[src/rtl/median_pivot_select.sv]
// Iterative median search controller: chooses a pivot for each partition pass, narrows the
// window toward the lower-median rank k, and reports the median through a valid/ready handshake.
module median_pivot_select #(
    parameter int         BUFF_SIZE     = 32,
    parameter int         BUFF_SIZE_BIT = $clog2(BUFF_SIZE) + 1,
    parameter logic [7:0] INIT_PIVOT    = 8'd128
) (
    input  logic                     clk,
    input  logic                     rst,
    input  logic                     start,
    input  logic [BUFF_SIZE_BIT-1:0] init_size,
    input  logic                     fill_done,
    input  logic [BUFF_SIZE_BIT-1:0] lower_size,
    input  logic [BUFF_SIZE_BIT-1:0] equal_size,
    input  logic [BUFF_SIZE_BIT-1:0] larger_size,
    input  logic [7:0]               min_lower,
    input  logic [7:0]               max_lower,
    input  logic [7:0]               min_larger,
    input  logic [7:0]               max_larger,
    output logic [7:0]               pivot,
    output logic [BUFF_SIZE_BIT-1:0] buff_size,
    output logic                     send_req,
    output logic                     keep_lower,
    output logic                     keep_larger,
    output logic                     busy,
    output logic [7:0]               median,
    output logic                     median_valid,
    input  logic                     median_ready,
    output logic                     err,
    output logic [3:0]               iter_count
);

    localparam int W = BUFF_SIZE_BIT;

    typedef enum logic [2:0] {
        IDLE,
        WAIT_FILL,
        DECIDE,
        SEND,
        DONE
    } state_t;

    state_t state, next_state;

    logic [W-1:0] k;
    logic         keep_sel_lower;
    logic         keep_sel_larger;

    logic [W:0]   le;
    logic [W+1:0] total;
    logic         size_mismatch;
    logic         k_in_lower;
    logic         k_in_larger;
    logic         lower_single;
    logic         larger_single;
    logic         start_ok;
    logic [7:0]   mid_lower;
    logic [7:0]   mid_larger;

    assign le            = {1'b0, lower_size} + {1'b0, equal_size};
    assign total         = {2'b00, lower_size} + {2'b00, equal_size} + {2'b00, larger_size};
    assign size_mismatch = (total != {2'b00, buff_size});
    assign k_in_lower    = (k < lower_size);
    assign k_in_larger   = ({1'b0, k} >= le);
    assign lower_single  = (min_lower == max_lower);
    assign larger_single = (min_larger == max_larger);
    assign start_ok      = start && (init_size != '0);
    // Midpoint of the kept partition's extrema; the 9-bit sum avoids overflow.
    assign mid_lower     = 8'((9'(min_lower) + 9'(max_lower)) >> 1);
    assign mid_larger    = 8'((9'(min_larger) + 9'(max_larger)) >> 1);

    assign busy         = (state != IDLE);
    assign send_req     = (state == SEND);
    assign median_valid = (state == DONE);
    assign keep_lower   = (state == SEND) && keep_sel_lower;
    assign keep_larger  = (state == SEND) && keep_sel_larger;

    always_ff @(posedge clk or posedge rst) begin
        if (rst) begin
            state <= IDLE;
        end else begin
            state <= next_state;
        end
    end

    always_comb begin
        next_state = state;
        case (state)
            IDLE:      if (start_ok) next_state = WAIT_FILL;
            WAIT_FILL: if (fill_done) next_state = DECIDE;
            DECIDE: begin
                if (size_mismatch) begin
                    next_state = IDLE;
                end else if (k_in_lower) begin
                    next_state = lower_single ? DONE : SEND;
                end else if (!k_in_larger) begin
                    next_state = DONE;
                end else begin
                    next_state = larger_single ? DONE : SEND;
                end
            end
            SEND:      if (!fill_done) next_state = WAIT_FILL;
            DONE:      if (median_ready) next_state = IDLE;
            default:   next_state = IDLE;
        endcase
    end

    // Window context; partition results are only consumed while in DECIDE.
    always_ff @(posedge clk or posedge rst) begin
        if (rst) begin
            pivot           <= INIT_PIVOT;
            buff_size       <= '0;
            k               <= '0;
            median          <= '0;
            iter_count      <= '0;
            keep_sel_lower  <= 1'b0;
            keep_sel_larger <= 1'b0;
            err             <= 1'b0;
        end else begin
            err <= 1'b0;
            case (state)
                IDLE: begin
                    if (start_ok) begin
                        pivot      <= INIT_PIVOT;
                        buff_size  <= init_size;
                        k          <= (init_size - W'(1)) >> 1;
                        iter_count <= '0;
                    end
                end
                DECIDE: begin
                    iter_count      <= (iter_count == 4'd15) ? 4'd15 : iter_count + 4'd1;
                    keep_sel_lower  <= 1'b0;
                    keep_sel_larger <= 1'b0;
                    if (size_mismatch) begin
                        err <= 1'b1;
                    end else if (k_in_lower) begin
                        buff_size      <= lower_size;
                        keep_sel_lower <= 1'b1;
                        if (lower_single) begin
                            median <= min_lower;
                        end else begin
                            pivot <= mid_lower;
                        end
                    end else if (!k_in_larger) begin
                        median <= pivot;
                    end else begin
                        k               <= W'({1'b0, k} - le);
                        buff_size       <= larger_size;
                        keep_sel_larger <= 1'b1;
                        if (larger_single) begin
                            median <= min_larger;
                        end else begin
                            pivot <= mid_larger;
                        end
                    end
                end
                default: ;
            endcase
        end
    end

endmodule

[config.mk]
export PLATFORM = sky130hd
export DESIGN_NAME = median_pivot_select
export DESIGN_NICKNAME = d
export VERILOG_FILES = /design/src/rtl/median_pivot_select.sv
export SDC_FILE = /design/constraint.sdc
export NUM_CORES = 1
export LEC_CHECK = 0
export BUFFER_PORTS_ARGS = -buffer_cell sky130_fd_sc_hd__buf_2
export CELL_PAD_IN_SITES_DETAIL_PLACEMENT = 1
export CELL_PAD_IN_SITES_GLOBAL_PLACEMENT = 1
export CORE_MARGIN = 1.5
export CORE_UTILIZATION = 44
export DETAILED_ROUTE_END_ITERATION = 8
export PLACE_DENSITY_LB_ADDON = 0.3
export SYNTH_ARGS = -nofsm -noshare
export SYNTH_HDL_FRONTEND = slang
export SYNTH_SLANG_ARGS = --single-unit
[constraint.sdc]
create_clock -name clk -period 7.6 [get_ports clk]
set_input_delay 0.76 -clock clk [delete_from_list [all_inputs] [get_ports clk]]
set_output_delay 0.76 -clock clk [all_outputs]
set_load 0.02 [all_outputs]
==> summary.txt <==
Worst setup path
  – Reg2reg end: pivot[0]
  – RR Startpoint: k[2]
  – Kind of critical path: in2reg
  – Buf/Inv on CP: 1
  – Crit. End Element: register
  – Data arrival, critical path: a little over 4000 ps
  – Crit path capture: pivot[0]
  – Crit. path cell count: 11
  – Cell depth of the worst flop-to-flop path: 9
  – Flop2flop setup slack: approximately 4700 ps
  – Worst path slowest cell: fa_1
  – Setup crit start: lower_size[1]
  – CP top delay family: adder cells
  – Worst path most repeated cell: fa_1
  – Critical path, cell by cell: buf_2 > fa_1 > ha_1 > fa_1 > xor2_1 > nor4_1 > nand2_1 > nor4_4 > nor2_2 > a311oi_4 > mux2_2
  – Crit path max fanout: 8
  – CP required: 7770 ps
  – Startpoint types: primary input
  – Slowest stage delay, CP: between 500 and 600 ps

Floorplanning
  – Die Ht: roughly 94 um
  – Core ar.: 8134 um2
  – Die outline width: about 94 um
  – Boundary Pins: slightly above 90
  – Row count: 33
  – Die Footprint: approximately 9000 um2
  – Initial Utilization: 0.4490

Cells and area
  – Fin nets: between 600 and 700
  – Most common cell after layout, fill and taps aside: buf_2
  – Most frequent cells in the layout: buf_2 (92), ha_1 (41), nand2_1 (38)
  – N_diodes: 0
  – Share of cells above drive strength 1: 0.2676
  – Fill count: about 1000
  – Area Overhead vs Synth: 18.53%
  – Reg area: between 900 and 1000 um2
  – Final instance area: about 4300 um2
  – Multi-input combinational cell area: ~2600 um2

Hold path
  – Hold WC Path Type: reg2reg

Yosys
  – Yosys Warn Count: 0
  – Netlist Area Pre-Place: 3652 um2
  – Cells after Synth: between 400 and 500
  – Dominant synthesized flop cell: dfrtp_1
  – Synthesized net count: 518
  – Synth Register Bits: 38
  – Sequential fraction of the synthesis area: 0.2607
  – Syn Area/Cell: roughly 9.0 um2
  – Async S/R FF share, synth: 1.000
  – Number of flops mapped to enable cells by yosys: 0
  – Post-synthesis cell type count: 50

Routing
  – Vias per cell: roughly 5.7
  – WL final: approximately 11000 um
  – DR pass1 iterations: 4
  – Drt wl/cell: about 19 um
  – Vias: 3424
  – Detailed-route DRC error count: 0
  – Iteration-0 DRC count of the detailed router: slightly below 100
  – Antenna Nets Post-Route: 0

Timing
  – FMAX: around 250 MHz
  – Period utilization: 0.5243
  – Setup WS post-layout: between 3000 and 4000 ps
  – Max-slew violations: 0
  – Final setup viols: 0
  – Hold Vio Cnt, Final: 0
  – Clock skew: roughly 4.7 ps
  – Setup repair after global routing missed its margin: false
  – Final TNS setup: 0 ps
  – Worst-margin pin slew: approximately 860 ps
  – Post-route minimum period: ~4000 ps
  – Rel. slew slack: 0.4255

CTS
  – Quantity of gates resized following cts: 0
  – H-tree levels: 2
  – Sink Count: 38
  – Setup Buffers After CTS: 0
  – Inserted Clock Buffers: 5
  – CTS tree: built
  – Worst-case clock buffer depth: 2
  – Clock latency on the worst-skew pair: between 200 and 300 ps
  – Post-cts hold buffer count: 0
  – Reg clk slew, reported paths: 80 ps
  – CTS root buffer: clkbuf_8

Flow run
  – Max Cap Viol: 0

GRT
  – First-pass GRT wire length: 17740 um
  – Pin count of the biggest net entering global routing: 39
  – Grt ovf: 0
  – Total GRT Usage: 0.2622
  – Initial antenna violation count: 0
  – Vias in the first global route: approximately 3700

Place
  – PortBufs: 92
  – Dpl ws: ~3300 ps
  – Final HPWL DP: 9351 um
  – Placed instance area: around 4200 um2
  – Routability cong.: between 0.8 and 0.9

Power and ir drop
  – Power per cell area: ~280 nW/um2
  – Power Total: around 1200 uW
  – Leakage: 0.002173 uW
  – Worst VDD drop: approximately 0.11 mV

Run status
  – Status: completed
[flip-flops by register name, summed over array words and instances (netlist names)]
name             flops
median               8
keep_sel_larger      1
err                  1
buff_size            6
pivot                8
state                3
iter_count           4
k                    6
keep_sel_lower       1
[stage by stage]
step | hold slack (ps) | std cells | utilization
2_1_floorplan | 430.4 | 405 | -
3_3_place_gp | 472.6 | 594 | 0.5192
3_5_place_dp | 471.9 | 594 | 0.5192
4_1_cts | 480.0 | 602 | 0.5322
5_1_grt | 504.6 | 602 | 0.5322
6_report | 478.4 | 602 | 0.5322
[power by group]
part	internal, uW	switching, uW
Sequential	266	67.5
Combinational	296	427
Clock	98.2	69.9
[metal layers]
metal  wire length, um  track usage  vias to the layer above
li1                  -            -                     1633
met1              4570       0.3008                     1669
met2              5946       0.4982                       98
met3               425      0.03155                       24
met4               325      0.08582                        0
met5                 0            0                        -
[how the worst min path moves through the flow]
| stage | start | end | slack [ps] | depth (start not counted) |
|---|---|---|---|---|
| 2_1_floorplan | keep_sel_larger | keep_sel_larger | 430 | 2 |
| 5_1_grt | state[2] | state[0] | 500 | 1 |
| 3_3_place_gp | state[2] | state[1] | 470 | 1 |
| 4_1_cts | state[2] | state[0] | 480 | 1 |
| 3_5_place_dp | state[2] | state[0] | 470 | 1 |
| 6_report | state[2] | state[0] | 480 | 1 |
[kinds of logic (layout without fill, tap and decap cells)]
kind of cell | Yosys count | count (layout) | share of synthesized area
adders and majority gates | 52 | 52 | 0.2008
and+or+nand+nor | 126 | 126 | 0.1706
muxes | 31 | 31 | 0.09250
buffers and inverters | 35 | 127 | 0.03666
AOI/OAI and AO/OA | 92 | 92 | 0.1644
DFF | 38 | 38 | 0.2607
xor gates and xnor gates | 31 | 31 | 0.07434
[synth_stat cells (2+ instances only)]
master / number / area share
dfrtp_1: 37 / 0.25
buf_2: 2 / 0.0027
inv_1: 24 / 0.025
nor3_1: 11 / 0.015
xor2_1: 16 / 0.038
o21ai_0: 8 / 0.011
a21oi_1: 35 / 0.048
clkbuf_1: 9 / 0.0092
nand4_1: 6 / 0.010
nand3_1: 11 / 0.015
fa_1: 11 / 0.060
ha_1: 41 / 0.14
mux2i_1: 9 / 0.025
or2_2: 2 / 0.0034
nand4b_1: 2 / 0.0048
xnor2_1: 15 / 0.036
nand2b_1: 3 / 0.0051
a31oi_1: 9 / 0.015
o22ai_1: 7 / 0.012
o21bai_1: 4 / 0.0082
mux2_2: 22 / 0.068
nor2_1: 29 / 0.030
a211oi_1: 4 / 0.0082
o21ai_1: 2 / 0.0027
and3_1: 5 / 0.0086
a21o_1: 6 / 0.012
nand2_1: 38 / 0.039
a22o_1: 2 / 0.0048
nor2b_1: 5 / 0.0086
o21a_1: 4 / 0.0082
and2_1: 3 / 0.0051
nor4_1: 5 / 0.0086
[cell type report]
cell class              count  area share
flip-flops and latches     38      0.2199
inverters                  24     0.02081
repair buffers             95      0.1116
clock inverters             1    0.006936
clock buffers               7     0.01763
well taps                 105     0.03035
multi-input cells         332      0.5928
(Power assumes the default switching activity.)
